`src/rtl/riscv_fsr_sequencer.sv`:
```
// rtl/riscv_fsr_sequencer.sv - FP status register sequencer: flag merge, in-flight tracking, mtfsr/mffsr serialisation
module riscv_fsr_sequencer #(
   parameter int FSR_WIDTH    = 8,
   parameter int NFLAGS       = 5,
   parameter int MAX_INFLIGHT = 15,
   localparam int CNT_W       = $clog2(MAX_INFLIGHT + 1)
) (
   input  logic                 clk,
   input  logic                 reset,
   input  logic                 fp_issue_val,
   output logic                 fp_issue_rdy,
   input  logic                 fma_wb_val,
   input  logic [NFLAGS-1:0]    fma_wb_flags,
   input  logic                 misc_wb_val,
   input  logic [NFLAGS-1:0]    misc_wb_flags,
   input  logic                 ctrl_req_val,
   output logic                 ctrl_req_rdy,
   input  logic                 ctrl_req_wr,
   input  logic [FSR_WIDTH-1:0] ctrl_req_data,
   output logic                 ctrl_resp_val,
   output logic [FSR_WIDTH-1:0] ctrl_resp_data,
   output logic                 fsr_wen,
   output logic [FSR_WIDTH-1:0] fsr_wdata,
   output logic [2:0]           rm,
   output logic [CNT_W-1:0]     inflight_cnt,
   output logic                 err
);

   typedef enum logic [1:0] {IDLE, DRAIN, EXEC} state_t;

   state_t               state_q, state_d;
   logic [FSR_WIDTH-1:0] shadow_q, shadow_d;
   logic [CNT_W-1:0]     cnt_q, cnt_d;
   logic                 err_q, err_d;
   logic                 wen_q, wen_d;
   logic [FSR_WIDTH-1:0] wdata_q;
   logic                 resp_val_q;
   logic [FSR_WIDTH-1:0] resp_data_q;
   logic                 wr_q;
   logic [FSR_WIDTH-1:0] data_q;

   logic                 issue_fire;
   logic                 accept;
   logic [NFLAGS-1:0]    merge_flags;
   logic                 merge_any;
   logic [CNT_W:0]       cnt_sum, cnt_ret;

   assign ctrl_req_rdy = (state_q == IDLE);
   assign fp_issue_rdy = (state_q == IDLE) & ~ctrl_req_val & (cnt_q < CNT_W'(MAX_INFLIGHT));
   assign issue_fire   = fp_issue_val & fp_issue_rdy;
   assign accept       = ctrl_req_val & ctrl_req_rdy;

   assign merge_flags  = (fma_wb_val  ? fma_wb_flags  : '0) |
                         (misc_wb_val ? misc_wb_flags : '0);
   assign merge_any    = fma_wb_val | misc_wb_val;

   // Retiring more ops than are outstanding is flagged and the count clamps at zero.
   always_comb begin
      cnt_sum = {1'b0, cnt_q} + (CNT_W+1)'(issue_fire);
      cnt_ret = (CNT_W+1)'(fma_wb_val) + (CNT_W+1)'(misc_wb_val);
      err_d   = 1'b0;
      cnt_d   = '0;
      if (cnt_ret > cnt_sum) begin
         err_d = 1'b1;
      end else begin
         cnt_d = CNT_W'(cnt_sum - cnt_ret);
      end
   end

   always_comb begin
      state_d                  = state_q;
      shadow_d                 = shadow_q;
      shadow_d[NFLAGS-1:0]     = shadow_q[NFLAGS-1:0] | merge_flags;
      wen_d                    = merge_any;
      case (state_q)
         IDLE: begin
            if (ctrl_req_val) begin
               state_d = (cnt_q == '0) ? EXEC : DRAIN;
            end
         end
         DRAIN: begin
            if (cnt_q == '0) begin
               state_d = EXEC;
            end
         end
         EXEC: begin
            state_d = IDLE;
            if (wr_q) begin
               shadow_d             = data_q;
               shadow_d[NFLAGS-1:0] = data_q[NFLAGS-1:0] | merge_flags;
               wen_d                = 1'b1;
            end
         end
         default: state_d = IDLE;
      endcase
   end

   always_ff @(posedge clk) begin
      if (reset) begin
         state_q     <= IDLE;
         shadow_q    <= '0;
         cnt_q       <= '0;
         err_q       <= 1'b0;
         wen_q       <= 1'b0;
         wdata_q     <= '0;
         resp_val_q  <= 1'b0;
         resp_data_q <= '0;
         wr_q        <= 1'b0;
         data_q      <= '0;
      end else begin
         state_q    <= state_d;
         shadow_q   <= shadow_d;
         cnt_q      <= cnt_d;
         err_q      <= err_q | err_d;
         wen_q      <= wen_d;
         resp_val_q <= (state_d == EXEC);
         if (wen_d) begin
            wdata_q <= shadow_d;
         end
         // The response carries the shadow as seen during the EXEC cycle, before any write.
         if (state_d == EXEC) begin
            resp_data_q <= shadow_d;
         end
         if (accept) begin
            wr_q   <= ctrl_req_wr;
            data_q <= ctrl_req_data;
         end
      end
   end

   assign ctrl_resp_val  = resp_val_q;
   assign ctrl_resp_data = resp_data_q;
   assign fsr_wen        = wen_q;
   assign fsr_wdata      = wdata_q;
   assign rm             = shadow_q[FSR_WIDTH-1 -: 3];
   assign inflight_cnt   = cnt_q;
   assign err            = err_q;

endmodule
```
`config.mk`:
```
export PLATFORM = sky130hd
export DESIGN_NAME = riscv_fsr_sequencer
export DESIGN_NICKNAME = d
export VERILOG_FILES = /design/src/rtl/riscv_fsr_sequencer.sv
export SDC_FILE = /design/constraint.sdc
export NUM_CORES = 1
export LEC_CHECK = 0
export BUFFER_PORTS_ARGS = -buffer_cell sky130_fd_sc_hd__buf_4
export CORE_ASPECT_RATIO = 1.5
export CORE_UTILIZATION = 46
export DETAILED_ROUTE_END_ITERATION = 8
export GPL_TIMING_DRIVEN = 0
export PLACE_DENSITY = 0.81
export SETUP_SLACK_MARGIN = 0.05
export SLEW_MARGIN = 20
export SYNTH_ARGS = -nofsm -noshare
export SYNTH_HDL_FRONTEND = slang
export SYNTH_SLANG_ARGS = --single-unit
```
`constraint.sdc`:
```
create_clock -name clk -period 2.2 [get_ports clk]
set_input_delay 0.44 -clock clk [delete_from_list [all_inputs] [get_ports clk]]
set_output_delay 0.44 -clock clk [all_outputs]
set_load 0.01 [all_outputs]
```
==> metrics.txt <==
crit path time final=2.26 ns; type of the worst setup path=reg2reg; # setup viols final=5; HP Class=in2reg; main area contributors after synthesis=dfxtp_1 (44%), mux2i_1 (9.0%), nor2_1 (6.5%); status=finished with violations; CTS root buffer=clkbuf_8; antenna violations before repair=0; global routing's busiest layer=met2; post-synth design cell area=1890 um2; CP Data Arrival Time=2.41 ns; register area share after synthesis=0.444; post-synth top area cell=dfxtp_1; largest net degree at the start of global routing=13; critical path's top delay family=simple AND/OR/NAND/NOR gates; share of cells above drive strength 1=0.430; nets=296; Final Cycle Share=1.03; H-tree depth=2; slowest cell delay on critical path=0.37 ns; Starting Density=0.478; Avg Cell Area, Syn=9.80 um2; post-route cell area=2640 um2; hold-fix buffers at CTS=0; failing checks=setup timing; area growth from synthesis to final layout=39.4%; reg2reg path depth=10; r2r setup slk=-0.06 ns; WL/cell=14.8 um; Total GRT Usage=0.221; die area=4380 um2; count leader, synth=dfxtp_1; placed cell count=289; vias in the first global route=1503; Slew @ Worst Pin=0.616 ns; Gate Count Post-Synth=193; RR Endpoint=inflight_cnt[0]; Hold Path Depth=3; DRT iter0 DRCs=28; CP Launch Type=flip-flop; DRT antenna net count=0; Pleak=1.21 nW; CP bufs+invs=0; ant diodes=0; post-synth top area share=0.444; Design Power=0.00304 W; syn_nets=227; normalized max-slew margin=0.589; Critical Path RT=2.35 ns; DP Worst Slack=-0.157 ns; Fin. Hold Viols=0; Clock Skew=0.00557 ns; CTS Buffer Depth=2; met1 Use GR=0.215; vias per cell=5.23; GR Util met2=0.398; Max Clk Rate=0.443 GHz; Routed WL=4.57 mm; Slowest-stage cell, CP=dfxtp_4; Clock Latency Late Sink=0.29 ns; total clock sinks=42; Final Non-Filler Cells=308; Core Area=3960 um2; RePlAce Congestion=0.712; P per Cell Area=1150 nW/um2; worst hold path endpoint=data_q[5]; HP Start=ctrl_req_data[5]; grt ovf=0; met3 Track Usage GR=0.0625; DRC errors left=0; Die X=54.4 um; routed vias=1610; first-pass GRT wire length=6.76 mm; number of synthesized register bits=42; die span in y=80.5 um; CTS tree=yes; Reg-to-Reg Start=inflight_cnt[2]; CTS buffer count=5; Port Buf Inserts=51; DP HPWL=3.05 mm; Commonest cells post-synth=dfxtp_1 (42), nor2_1 (33), mux2i_1 (17), nor3_1 (10); Primary FF master, synth=dfxtp_1; max_cap viols=0; critical path's most frequent cell=ha_4; RSZ-0062 raised after global routing=yes; Worst-path clk slew=0.08 ns; number of enable flip-flop cells after synthesis=0; async set or reset register ratio after synthesis=0; Placed Area=2390 um2; YS warnings=0; worst path cell trace=nand4_1, and3b_2, and2_4, ha_4, ha_4, ha_4, a22oi_2, o21ai_4, nor3_4, nor3_1; Fillers=342; post-route setup slack=-0.0565 ns; Slew Viols, Final=0; synth unique cells=37; crit-path max FO=4; I/O pins=53; Pre-antenna DRT Iters=4; Worst IR Drop VDD=883 uV; FP Rows=28; CP Capture Type=flip-flop
## power breakdown
part           switching, W  leakage [nW]  total (W)  internal, W
clock network      0.000248        0.0482   0.000501     0.000253
registers          0.000120         0.350    0.00107     0.000947
logic              0.000697         0.807    0.00148     0.000779
total               0.00107          1.21    0.00304      0.00198
## sequential cells by signal (all words and copies together) (netlist names)
signal,count
data_q,8
ctrl_resp_val,1
wr_q,1
state_q,2
err,1
fsr_wen,1
shadow_q,8
ctrl_resp_data,8
inflight_cnt,4
fsr_wdata,8
## how the worst max path moves through the flow
stage                         start              end  slack [ns]  cells after the start
floorplan                state_q[1]              err       -0.02                     11
global placement       ctrl_req_val              err       -0.14                     10
detailed placement     ctrl_req_val              err       -0.16                     10
CTS                      state_q[1]  inflight_cnt[0]       -0.02                     11
global route        inflight_cnt[2]  inflight_cnt[0]       -0.13                     10
finish              inflight_cnt[2]  inflight_cnt[0]       -0.06                     10
## worst reg2reg max path, stage by stage (launching register included)
cell and delay [ns]:
dfxtp_4 0.37, nand4_1 0.10, and3b_2 0.23, and2_4 0.15, ha_4 0.17, ha_4 0.28, ha_4 0.20, a22oi_2 0.20
o21ai_4 0.13, nor3_4 0.21, nor3_1 0.09
## cell families (layout without fill, tap and decap cells)
group / Yosys count / count (layout) / share of synthesized area
simple gates: 73 / 73 / 0.210
flops: 42 / 42 / 0.444
buf+inv: 26 / 96 / 0.0675
compound gates: 24 / 24 / 0.116
mux: 17 / 17 / 0.0899
fa+ha+maj: 9 / 9 / 0.0635
xor+xnor: 2 / 2 / 0.00926
## per-stage QoR
stage | hold slack, ns | setup TNS [ns] | util
3_3_place_gp | 0.452 | -0.429 | 0.603
2_1_floorplan | 0.460 | -0.0177 | -
4_1_cts | 0.380 | -0.0174 | 0.648
6_report | 0.387 | -0.173 | 0.666
5_1_grt | 0.389 | -0.569 | 0.666
3_5_place_dp | 0.452 | -0.602 | 0.603
## layout make-up
cell class	count	area, um2	share of cell area
Buffer	14	92.6	0.0351
Clock buffer	7	86.3	0.0327
Clock inverter	1	5.00	0.00190
Inverter	12	45.0	0.0171
Multi-Input combinational cell	125	1020	0.386
Sequential cell	42	861	0.327
Tap cell	45	56.3	0.0214
Timing Repair Buffer	62	473	0.179
## cells in the final DEF, fill, tap and decap left out, drive strengths merged, types with 2 or more instances in the layout
master	netlist	layout
nor3	10	10
a22oi	6	6
clkbuf	8	15
nor2b	7	7
o21ai	2	2
ha	8	8
mux2i	17	17
o211ai	5	5
a21oi	2	2
nand3b	2	2
and3b	2	2
nor3b	2	2
buf	6	68
inv	12	12
nand4b	5	5
nand2	2	2
and2	3	3
a211oi	6	6
nor2	37	37
dfxtp	42	42
## timing repair
item	4_1_cts	5_1_grt
endpoints found under the setup margin	5	5
setup buffers	6	5
pin swaps	11	10
resized for setup	11	8
## per-layer routing
layer,share of wire,wire length [um]
met5,0,0
met4,0.020,92
met3,0.033,151
met2,0.56,2580
met1,0.38,1740
Note: power is estimated with default switching activity, not from simulation.
